File: config.mk
export PLATFORM = sky130hd
export DESIGN_NAME = hazard_ctrl_flat
export DESIGN_NICKNAME = d
export VERILOG_FILES = /design/src/rtl/hazard_ctrl_if.sv /design/src/rtl/hazard_ctrl.sv /design/src/flat_wrapper.sv
export SDC_FILE = /design/constraint.sdc
export NUM_CORES = 1
export LEC_CHECK = 0
export ABC_AREA = 1
export CAP_MARGIN = 15
export CORE_MARGIN = 2
export CORE_UTILIZATION = 48
export DETAILED_ROUTE_END_ITERATION = 7
export PLACE_DENSITY_LB_ADDON = 0.12
export SKIP_CTS_REPAIR_TIMING = 1
export SLEW_MARGIN = 20
export SYNTH_ARGS = -nofsm -noshare
export SYNTH_HDL_FRONTEND = slang
export SYNTH_SLANG_ARGS = --single-unit
File: constraint.sdc
create_clock -name clk -period 4.1 [get_ports clk]
set_clock_uncertainty 0.15 [all_clocks]
set_input_delay 0.82 -clock clk [delete_from_list [all_inputs] [get_ports clk]]
set_output_delay 0.82 -clock clk [all_outputs]
set_load 0.02 [all_outputs]
File: src/rtl/hazard_ctrl_if.sv
// Control bundle between the pipeline registers and hazard_ctrl.
// Optional stall/bubble counters appear when STALL_CNT_EN is defined.
interface hazard_ctrl_if;
    logic [3:0]  sel_reg_1_id;
    logic [3:0]  sel_reg_2_id;
    logic        uses_reg_1_id;
    logic        uses_reg_2_id;
    logic        regwrite_current;
    logic        memtoreg_current;
    logic [3:0]  reg_write_select_current;
    logic        branch_taken_ex;
    logic        mem_busy;
    logic        halt_wb;
    logic        pc_wen;
    logic        if_id_wen;
    logic        if_id_flush;
    logic        id_ex_wen;
    logic        id_ex_flush;
    logic        ex_mem_wen;
    logic        mem_wb_wen;
    logic        halted;
    logic        mem_timeout;
`ifdef STALL_CNT_EN
    logic [15:0] stall_cnt;
    logic [15:0] bubble_cnt;
`endif

    modport master (
        output sel_reg_1_id,
        output sel_reg_2_id,
        output uses_reg_1_id,
        output uses_reg_2_id,
        output regwrite_current,
        output memtoreg_current,
        output reg_write_select_current,
        output branch_taken_ex,
        output mem_busy,
        output halt_wb,
        input  pc_wen,
        input  if_id_wen,
        input  if_id_flush,
        input  id_ex_wen,
        input  id_ex_flush,
        input  ex_mem_wen,
        input  mem_wb_wen,
        input  halted,
        input  mem_timeout
`ifdef STALL_CNT_EN
        ,
        input  stall_cnt,
        input  bubble_cnt
`endif
    );

    modport slave (
        input  sel_reg_1_id,
        input  sel_reg_2_id,
        input  uses_reg_1_id,
        input  uses_reg_2_id,
        input  regwrite_current,
        input  memtoreg_current,
        input  reg_write_select_current,
        input  branch_taken_ex,
        input  mem_busy,
        input  halt_wb,
        output pc_wen,
        output if_id_wen,
        output if_id_flush,
        output id_ex_wen,
        output id_ex_flush,
        output ex_mem_wen,
        output mem_wb_wen,
        output halted,
        output mem_timeout
`ifdef STALL_CNT_EN
        ,
        output stall_cnt,
        output bubble_cnt
`endif
    );
endinterface

File: src/rtl/hazard_ctrl.sv
// Hazard/stall controller for the 5-stage core: load-use, branch, mem wait, HLT.
// Define STALL_CNT_EN to add the stall_cnt / bubble_cnt performance counters.
module hazard_ctrl #(
    parameter int MEM_TIMEOUT = 64,
    parameter int WAIT_W      = 8
) (
    input  logic         clk,
    input  logic         rst,
    hazard_ctrl_if.slave hz
);

    typedef enum logic [1:0] {
        RUN      = 2'b00,
        MEM_WAIT = 2'b01,
        HALT     = 2'b10
    } state_t;

    localparam logic [WAIT_W-1:0] TMO = WAIT_W'(MEM_TIMEOUT);

    state_t            state;
    state_t            state_nxt;
    logic [WAIT_W-1:0] wait_cnt;
    logic [WAIT_W-1:0] wait_nxt;
    logic              halted_q;
    logic              timeout_q;

    logic dst_nz;
    logic is_load;
    logic hit_1;
    logic hit_2;
    logic load_use;

    assign dst_nz  = hz.reg_write_select_current != 4'd0;
    assign is_load = hz.memtoreg_current && hz.regwrite_current;
    assign hit_1   = hz.uses_reg_1_id &&
                     (hz.sel_reg_1_id == hz.reg_write_select_current);
    assign hit_2   = hz.uses_reg_2_id &&
                     (hz.sel_reg_2_id == hz.reg_write_select_current);
    assign load_use = is_load && dst_nz && (hit_1 || hit_2);

    // One-hot action decode; only the highest-priority condition is live.
    logic live;
    logic do_halt;
    logic do_freeze;
    logic do_branch;
    logic do_stall;
    logic freeze_all;

    assign live      = !rst && (state != HALT);
    assign do_halt   = live && hz.halt_wb;
    assign do_freeze = live && !hz.halt_wb && hz.mem_busy;
    assign do_branch = live && !hz.halt_wb && !hz.mem_busy &&
                       hz.branch_taken_ex;
    assign do_stall  = live && !hz.halt_wb && !hz.mem_busy &&
                       !hz.branch_taken_ex && load_use;
    assign freeze_all = !live || do_halt || do_freeze;

    always_ff @(posedge clk or posedge rst) begin
        if (rst) begin
            state <= RUN;
        end else begin
            state <= state_nxt;
        end
    end

    always_comb begin
        state_nxt      = state;
        hz.pc_wen      = 1'b1;
        hz.if_id_wen   = 1'b1;
        hz.if_id_flush = 1'b0;
        hz.id_ex_wen   = 1'b1;
        hz.id_ex_flush = 1'b0;
        hz.ex_mem_wen  = 1'b1;
        hz.mem_wb_wen  = 1'b1;
        unique case (1'b1)
            !live: begin
                state_nxt = state;
            end
            do_halt: begin
                state_nxt = HALT;
            end
            do_freeze: begin
                state_nxt = MEM_WAIT;
            end
            default: begin
                state_nxt = RUN;
            end
        endcase
        if (freeze_all) begin
            hz.pc_wen     = 1'b0;
            hz.if_id_wen  = 1'b0;
            hz.id_ex_wen  = 1'b0;
            hz.ex_mem_wen = 1'b0;
            hz.mem_wb_wen = 1'b0;
        end
        if (do_stall) begin
            hz.pc_wen      = 1'b0;
            hz.if_id_wen   = 1'b0;
            hz.id_ex_flush = 1'b1;
        end
        if (do_branch) begin
            hz.if_id_flush = 1'b1;
            hz.id_ex_flush = 1'b1;
        end
    end

    // Consecutive-busy counter saturates so the sticky flag cannot wrap away.
    always_comb begin
        wait_nxt = '0;
        if (do_freeze) begin
            if (wait_cnt == TMO) begin
                wait_nxt = wait_cnt;
            end else begin
                wait_nxt = wait_cnt + WAIT_W'(1);
            end
        end
    end

    always_ff @(posedge clk or posedge rst) begin
        if (rst) begin
            wait_cnt  <= '0;
            halted_q  <= 1'b0;
            timeout_q <= 1'b0;
        end else begin
            wait_cnt <= wait_nxt;
            halted_q <= state_nxt == HALT;
            if (wait_nxt == TMO) begin
                timeout_q <= 1'b1;
            end
        end
    end

    assign hz.halted      = halted_q;
    assign hz.mem_timeout = timeout_q;

`ifdef STALL_CNT_EN
    logic [15:0] stall_q;
    logic [15:0] bubble_q;

    always_ff @(posedge clk or posedge rst) begin
        if (rst) begin
            stall_q  <= '0;
            bubble_q <= '0;
        end else begin
            if (state != HALT && !hz.pc_wen) begin
                stall_q <= stall_q + 16'd1;
            end
            if (do_branch || do_stall) begin
                bubble_q <= bubble_q + 16'd1;
            end
        end
    end

    assign hz.stall_cnt  = stall_q;
    assign hz.bubble_cnt = bubble_q;
`endif

endmodule

File: src/flat_wrapper.sv
// flat-port wrapper written by rule: the top's interface ports become plain ports
module hazard_ctrl_flat 
#(
    parameter int MEM_TIMEOUT = 64,
    parameter int WAIT_W      = 8
)
  (clk, rst, hz_sel_reg_1_id, hz_sel_reg_2_id, hz_uses_reg_1_id, hz_uses_reg_2_id, hz_regwrite_current, hz_memtoreg_current, hz_reg_write_select_current, hz_branch_taken_ex, hz_mem_busy, hz_halt_wb, hz_pc_wen, hz_if_id_wen, hz_if_id_flush, hz_id_ex_wen, hz_id_ex_flush, hz_ex_mem_wen, hz_mem_wb_wen, hz_halted, hz_mem_timeout);
  hazard_ctrl_if hz_i ();
  input  logic clk;
  input  logic rst;
  input wire logic [$bits(hz_i.sel_reg_1_id)-1:0] hz_sel_reg_1_id;
  input wire logic [$bits(hz_i.sel_reg_2_id)-1:0] hz_sel_reg_2_id;
  input wire logic [$bits(hz_i.uses_reg_1_id)-1:0] hz_uses_reg_1_id;
  input wire logic [$bits(hz_i.uses_reg_2_id)-1:0] hz_uses_reg_2_id;
  input wire logic [$bits(hz_i.regwrite_current)-1:0] hz_regwrite_current;
  input wire logic [$bits(hz_i.memtoreg_current)-1:0] hz_memtoreg_current;
  input wire logic [$bits(hz_i.reg_write_select_current)-1:0] hz_reg_write_select_current;
  input wire logic [$bits(hz_i.branch_taken_ex)-1:0] hz_branch_taken_ex;
  input wire logic [$bits(hz_i.mem_busy)-1:0] hz_mem_busy;
  input wire logic [$bits(hz_i.halt_wb)-1:0] hz_halt_wb;
  output wire logic [$bits(hz_i.pc_wen)-1:0] hz_pc_wen;
  output wire logic [$bits(hz_i.if_id_wen)-1:0] hz_if_id_wen;
  output wire logic [$bits(hz_i.if_id_flush)-1:0] hz_if_id_flush;
  output wire logic [$bits(hz_i.id_ex_wen)-1:0] hz_id_ex_wen;
  output wire logic [$bits(hz_i.id_ex_flush)-1:0] hz_id_ex_flush;
  output wire logic [$bits(hz_i.ex_mem_wen)-1:0] hz_ex_mem_wen;
  output wire logic [$bits(hz_i.mem_wb_wen)-1:0] hz_mem_wb_wen;
  output wire logic [$bits(hz_i.halted)-1:0] hz_halted;
  output wire logic [$bits(hz_i.mem_timeout)-1:0] hz_mem_timeout;
  assign hz_i.sel_reg_1_id = hz_sel_reg_1_id;
  assign hz_i.sel_reg_2_id = hz_sel_reg_2_id;
  assign hz_i.uses_reg_1_id = hz_uses_reg_1_id;
  assign hz_i.uses_reg_2_id = hz_uses_reg_2_id;
  assign hz_i.regwrite_current = hz_regwrite_current;
  assign hz_i.memtoreg_current = hz_memtoreg_current;
  assign hz_i.reg_write_select_current = hz_reg_write_select_current;
  assign hz_i.branch_taken_ex = hz_branch_taken_ex;
  assign hz_i.mem_busy = hz_mem_busy;
  assign hz_i.halt_wb = hz_halt_wb;
  assign hz_pc_wen = hz_i.pc_wen;
  assign hz_if_id_wen = hz_i.if_id_wen;
  assign hz_if_id_flush = hz_i.if_id_flush;
  assign hz_id_ex_wen = hz_i.id_ex_wen;
  assign hz_id_ex_flush = hz_i.id_ex_flush;
  assign hz_ex_mem_wen = hz_i.ex_mem_wen;
  assign hz_mem_wb_wen = hz_i.mem_wb_wen;
  assign hz_halted = hz_i.halted;
  assign hz_mem_timeout = hz_i.mem_timeout;
  hazard_ctrl #(.MEM_TIMEOUT(MEM_TIMEOUT), .WAIT_W(WAIT_W)) u_core (.clk(clk), .rst(rst), .hz(hz_i));
endmodule
## Word level (Yosys, flattened, before mapping)

Index checks and enable logic that the tools add are counted.

| storage, ports and cells | value |
|---|---|
| register bits | 12 |
| input port bits | 21 |
| output and inout bits | 9 |
| logic and storage cells | 41 |

| cells by class | value |
|---|---|
| add/subtract/negate cells | 1 |
| equal/unequal tests | 6 |
| mux-type cells | 8 |
| reduce and logical (&&, ||, !) cells | 22 |

Operator list:

| operator | count |
|---|---|
| $eq A8 B7 Y1 const B | 2 |
| $mux W8 | 2 |
| $logic_and A1 B1 Y1 | 13 |
| $add A8 B1 Y8 const B | 1 |
| $eq A4 B4 Y1 | 2 |
| $pmux W2 S3 | 1 |
| $logic_not A1 Y1 | 5 |
| $mux W1 | 5 |
| $reduce_bool A4 Y1 | 1 |
| $logic_or A1 B1 Y1 | 3 |
| $eq A2 B2 Y1 const B | 1 |
| $ne A2 B2 Y1 const B | 1 |

## Logic depth before layout (Yosys ltp)

| logic depth | value |
|---|---|
| word-level depth | 8 |
| depth in mapped cells | 11 |
| mapped depth without buffers | 11 |

## Worst setup path before layout

No wires, ideal clock.

| path | value |
|---|---|
| path type | in2out |
| from | input hz_halt_wb |
| to | output hz_pc_wen |
| arrival time | 1.933 ns |
| data required time | 3.130 ns |
| setup slack | 1.197 ns |
| cell stages on the path | 6 |
| buffers on the path | 1 |
| cells stage by stage | nor2_2 -> nand2_2 -> nor2_4 -> inv_2 -> a21oi_1 -> buf_4 |

| on the way | value |
|---|---|
| cells in the longest elaborated chain, start to end | 6 |
| elaborated cells between the ends (all ways) | 11 |
| those cells by class | mux (2); reduce/logical (9) |

RTL lines:

| item | RTL line | text |
|---|---|---|
| from (decl) | flat_wrapper.sv:20 | `input wire logic [$bits(hz_i.halt_wb)-1:0] hz_halt_wb;` |
| $logic_not A1 Y1 | hazard_ctrl.sv:51 | `assign do_freeze = live && !hz.halt_wb && hz.mem_busy;` |
| $logic_and A1 B1 Y1 (2 in a row) | hazard_ctrl.sv:51 |  |
| $logic_or A1 B1 Y1 * | hazard_ctrl.sv:56 | `assign freeze_all = !live \|\| do_halt \|\| do_freeze;` |
| $mux W1 * | - |  |
| via hz_ex_mem_wen | flat_wrapper.sv:26 | `output wire logic [$bits(hz_i.ex_mem_wen)-1:0] hz_ex_mem_wen;` |
| $mux W1 * | hazard_ctrl.sv:96 | `if (do_stall) begin` |
| to (decl) | flat_wrapper.sv:21 | `output wire logic [$bits(hz_i.pc_wen)-1:0] hz_pc_wen;` |

Mark *: on every way through the listed nets, which the timed path passes. The rest lies on a longest branch.

## Worst setup path after layout

| path | value |
|---|---|
| from | input rst |
| to | output hz_id_ex_flush |

| on the way | value |
|---|---|
| cells in the longest elaborated chain, start to end | 8 |
| elaborated cells between the ends (all ways) | 9 |
| those cells by class | mux (2); reduce/logical (7) |

RTL lines:

| item | RTL line | text |
|---|---|---|
| from (decl) | flat_wrapper.sv:10 | `input logic rst;` |
| $logic_not A1 Y1 * | hazard_ctrl.sv:49 | `assign live = !rst && (state != HALT);` |
| $logic_and A1 B1 Y1 * | hazard_ctrl.sv:49 |  |
| $logic_and A1 B1 Y1 * (2 in a row) | hazard_ctrl.sv:52, hazard_ctrl.sv:54 |  |
| $logic_and A1 B1 Y1 | hazard_ctrl.sv:54 | `assign do_stall = live && !hz.halt_wb && !hz.mem_busy &&` |
| $logic_and A1 B1 Y1 | hazard_ctrl.sv:55 | `!hz.branch_taken_ex && load_use;` |
| $mux W1 | hazard_ctrl.sv:96 |  |
| $mux W1 * | hazard_ctrl.sv:101 | `if (do_branch) begin` |
| to (decl) | flat_wrapper.sv:25 | `output wire logic [$bits(hz_i.id_ex_flush)-1:0] hz_id_ex_flush;` |

Every way passes the cells marked *; elsewhere a longest branch is shown, timed or not.

==> flow_metrics.py <==
metrics = {
    "setup_path": {
        "setup.worst_path.end_class": "primary output",
        "required_ns": 3.13,
        "critPathKind": "in2out",
        "crit_end": "hz_id_ex_flush",
        "reg2regPathDepth": 11,
        "critPathMaxFanout": 4,
        "r2r_slack_ns": 2.48,
        "r2r_start": "u_core.wait_cnt[0]$_DFF_PP0_",
        "cp-startpoint": "rst",
        "worst_r2r_endpoint": "u_core.hz.mem_timeout$_DFFE_PP0N_",
        "crit_path_start_kind": "primary input",
        "worstPathArrival_ns": 2.67,
    },
    "synth": {
        "yosys.area.top_type": "dfrtp_1",
        "muxShareOfSynthArea": 0,
        "synthFlopType": "dfrtp_1",
        "yosys.area_share.simple": 0.336,
        "synth_compound_gate_area_share": 0.102,
        "synth_edf_count": 0,
        "synth_most_common_cell": "nand2_1",
        "syn_area_per_cell_um2": 6.68,
        "syn-cell-area_um2": 895,
        "synth.area.top_cells": "dfrtp_1 34%, nand2_1 13%, inv_1 13%, nand3_1 6.2%, nor2_1 5.5%",
        "async_flop_share": 1.00,
        "synthAdderAreaFrac": 0.0280,
        "ys_warn_count": 0,
        "synth_xor_xnor_area_share": 0.0392,
        "synth_top_family_by_area": "simple AND/OR/NAND/NOR gates",
        "synth_top_area_frac": 0.336,
        "yosysSeqAreaShare": 0.336,
        "synth_common_cells": "32 x nand2_1, 30 x inv_1, 13 x nor2_1, 12 x dfrtp_1, 11 x nand3_1",
        "syn_nets": 157,
        "syn_inst": 134,
        "synth-seq-cells": 12,
        "ys_types": 22,
    },
    "grt": {
        "grt_overflow": 0,
        "grt_max_degree": 14,
        "grt_usage": 0.186,
        "grt_pass1_wl_um": 2920,
        "grt_antenna_before_repair": 0,
        "grt_pass1_vias": 793,
    },
    "floorplanning": {
        "dieWidth_um": 47.2,
        "die_h_um": 47.2,
        "die_area_um2": 2230,
        "start_util": 0.513,
        "io_pins": 30,
        "rows": 15,
        "core_area_um2": 1750,
    },
    "sta": {
        "finalWorstSetupSlack_ns": 0.459,
        "post-route-period-util": 0.888,
        "period_needed_ns": 3.64,
        "finalMaxSlewViolations": 0,
        "max_slew_margin": 0.691,
        "holdWs_ns": 0.322,
        "tightest_slew_ns": 0.463,
        "rsz0062_at_grt": "false",
        "timing.fmax_ghz": 0.275,
        "final-hold-violation-count": 0,
        "setup_violations": 0,
        "fin_setup_tns_ns": 0,
    },
    "route": {
        "vias": 872,
        "dr.pass1.iters": 4,
        "drc": 0,
        "ant_nets": 0,
        "via_per_inst": 4.64,
        "drt_iter0_drc": 13,
        "wl_per_cell_um": 9.80,
        "wl_um": 1840,
    },
    "layout": {
        "antenna_cells": 0,
        "layout-drive-gt1-share": 0.0798,
        "fin_util": 0.697,
        "layoutNonFillerInstCount": 188,
        "area_growth_pct": 35.9,
        "layout.nets": 188,
    },
    "power_and_ir_drop": {
        "vdd_drop_max_v": 0.000193,
        "p_leak_nw": 0.638,
        "powerDensity_nw_per_um2": 182,
    },
    "placement": {
        "preCtsSetupSlack_ns": 0.456,
        "gp_congestion": 0.808,
        "portBuffers": 29,
        "dp.cells": 185,
        "dpl.hpwl_um": 1520,
    },
    "clock_network": {
        "numCtsBuffers": 3,
        "cts_tree": "done",
        "clock_path_buffers": 2,
        "clockRootBuffer": "clkbuf_4",
        "cts.sinks": 12,
        "clk-insertion-delay-late_ns": 0.26,
        "htreeDepth": 1,
        "path_clk_slew_ns": 0.07,
    },
    "hold_path": {
        "hp-class": "reg2reg",
    },
    "run": {
        "max_cap_violations": 0,
    },
    "run_status": {
        "status": "finished, final reports clean",
    },
}
layout by cell type, fill, tap and decap left out:
| cell type | netlist | routed |
|---|---|---|
| clkbuf_4 | 0 | 3 |
| nor2_4 | 1 | 1 |
| a211oi_2 | 1 | 1 |
| o22ai_1 | 1 | 1 |
| a211oi_1 | 1 | 1 |
| nand3b_1 | 1 | 1 |
| dfrtp_1 | 12 | 12 |
| inv_1 | 30 | 30 |
| inv_2 | 1 | 1 |
| nand2_1 | 32 | 32 |
| nand2_2 | 1 | 1 |
| xor2_1 | 2 | 2 |
| xnor2_1 | 2 | 2 |
| clkdlybuf4s50_1 | 0 | 29 |
| nor2_2 | 5 | 5 |
| nand3_1 | 11 | 11 |
| nor2_8 | 1 | 1 |
| clkinv_1 | 1 | 1 |
| o21ai_1 | 3 | 3 |
| ha_1 | 2 | 2 |
| nor2_1 | 13 | 13 |
| a21oi_1 | 4 | 4 |
| o21ai_0 | 6 | 6 |
routing by layer:
| metal | wire length [um] | GRT usage | vias to the layer above |
|---|---|---|---|
| li1 | - | - | 461 |
| met2 | 919 | 0.334 | 28 |
| met1 | 785 | 0.222 | 381 |
| met4 | 12 | 0.0833 | 0 |
| met3 | 125 | 0.0192 | 2 |
| met5 | 0 | 0 | - |
area by class of cell:
type	count	area [um^2]
inverters	32	120
well taps	25	31.3
repair buffers	29	290
multi-input cells	87	452
fillers	150	529
clock buffers	3	22.5
flip-flops and latches	12	300
worst min-delay path by stage:
stage	from	to	depth (start not counted)
detailed placement	u_core.hz.mem_timeout$_DFFE_PP0N_	u_core.hz.mem_timeout$_DFFE_PP0N_	2
global route	u_core.hz.mem_timeout$_DFFE_PP0N_	u_core.hz.mem_timeout$_DFFE_PP0N_	2
floorplan	u_core.state[1]$_DFF_PP0_	u_core.state[1]$_DFF_PP0_	2
finish	u_core.hz.mem_timeout$_DFFE_PP0N_	u_core.hz.mem_timeout$_DFFE_PP0N_	2
global placement	u_core.hz.mem_timeout$_DFFE_PP0N_	u_core.hz.mem_timeout$_DFFE_PP0N_	2
CTS	u_core.hz.mem_timeout$_DFFE_PP0N_	u_core.hz.mem_timeout$_DFFE_PP0N_	2
cell families after synthesis:
| logic type | after synthesis |
|---|---|
| AOI/OAI and AO/OA | 16 |
| xor gates and xnor gates | 4 |
| adders and majority gates | 2 |
| buffers and inverters | 35 |
| DFF | 12 |
| and+or+nand+nor | 65 |
power by group:
group / leakage, nW / total, mW / internal, mW / switching (mW)
sequential: 0.152 / 0.118 / 0.118 / 0.0000254
clock: 0.0138 / 0.0666 / 0.0339 / 0.0327
combinational: 0.472 / 0.0362 / 0.0218 / 0.0145
total: 0.638 / 0.221 / 0.174 / 0.0472
registers in the layout, summed over array words and instances (netlist names):
signal	flops
u_core.hz.halted	1
u_core.hz.mem_timeout	1
u_core.state	2
u_core.wait_cnt	8
worst max-delay path, stage by stage:
cell	delay (ns)
clkdlybuf4s50_1	0.47
nor2_2	0.11
nand2_2	0.12
nor2_4	0.14
inv_2	0.07
a211oi_2	0.18
nand2_1	0.07
o21ai_1	0.07
clkdlybuf4s50_1	0.61
metrics by stage:
stage / total power, mW / area, um^2
CTS: 0.224 / 1220
floorplan: 0.133 / 895
detailed placement: 0.157 / 1190
global placement: 0.156 / 1190
global route: 0.233 / 1220
finish: 0.221 / 1220
Power figures use the tool's default switching activity.
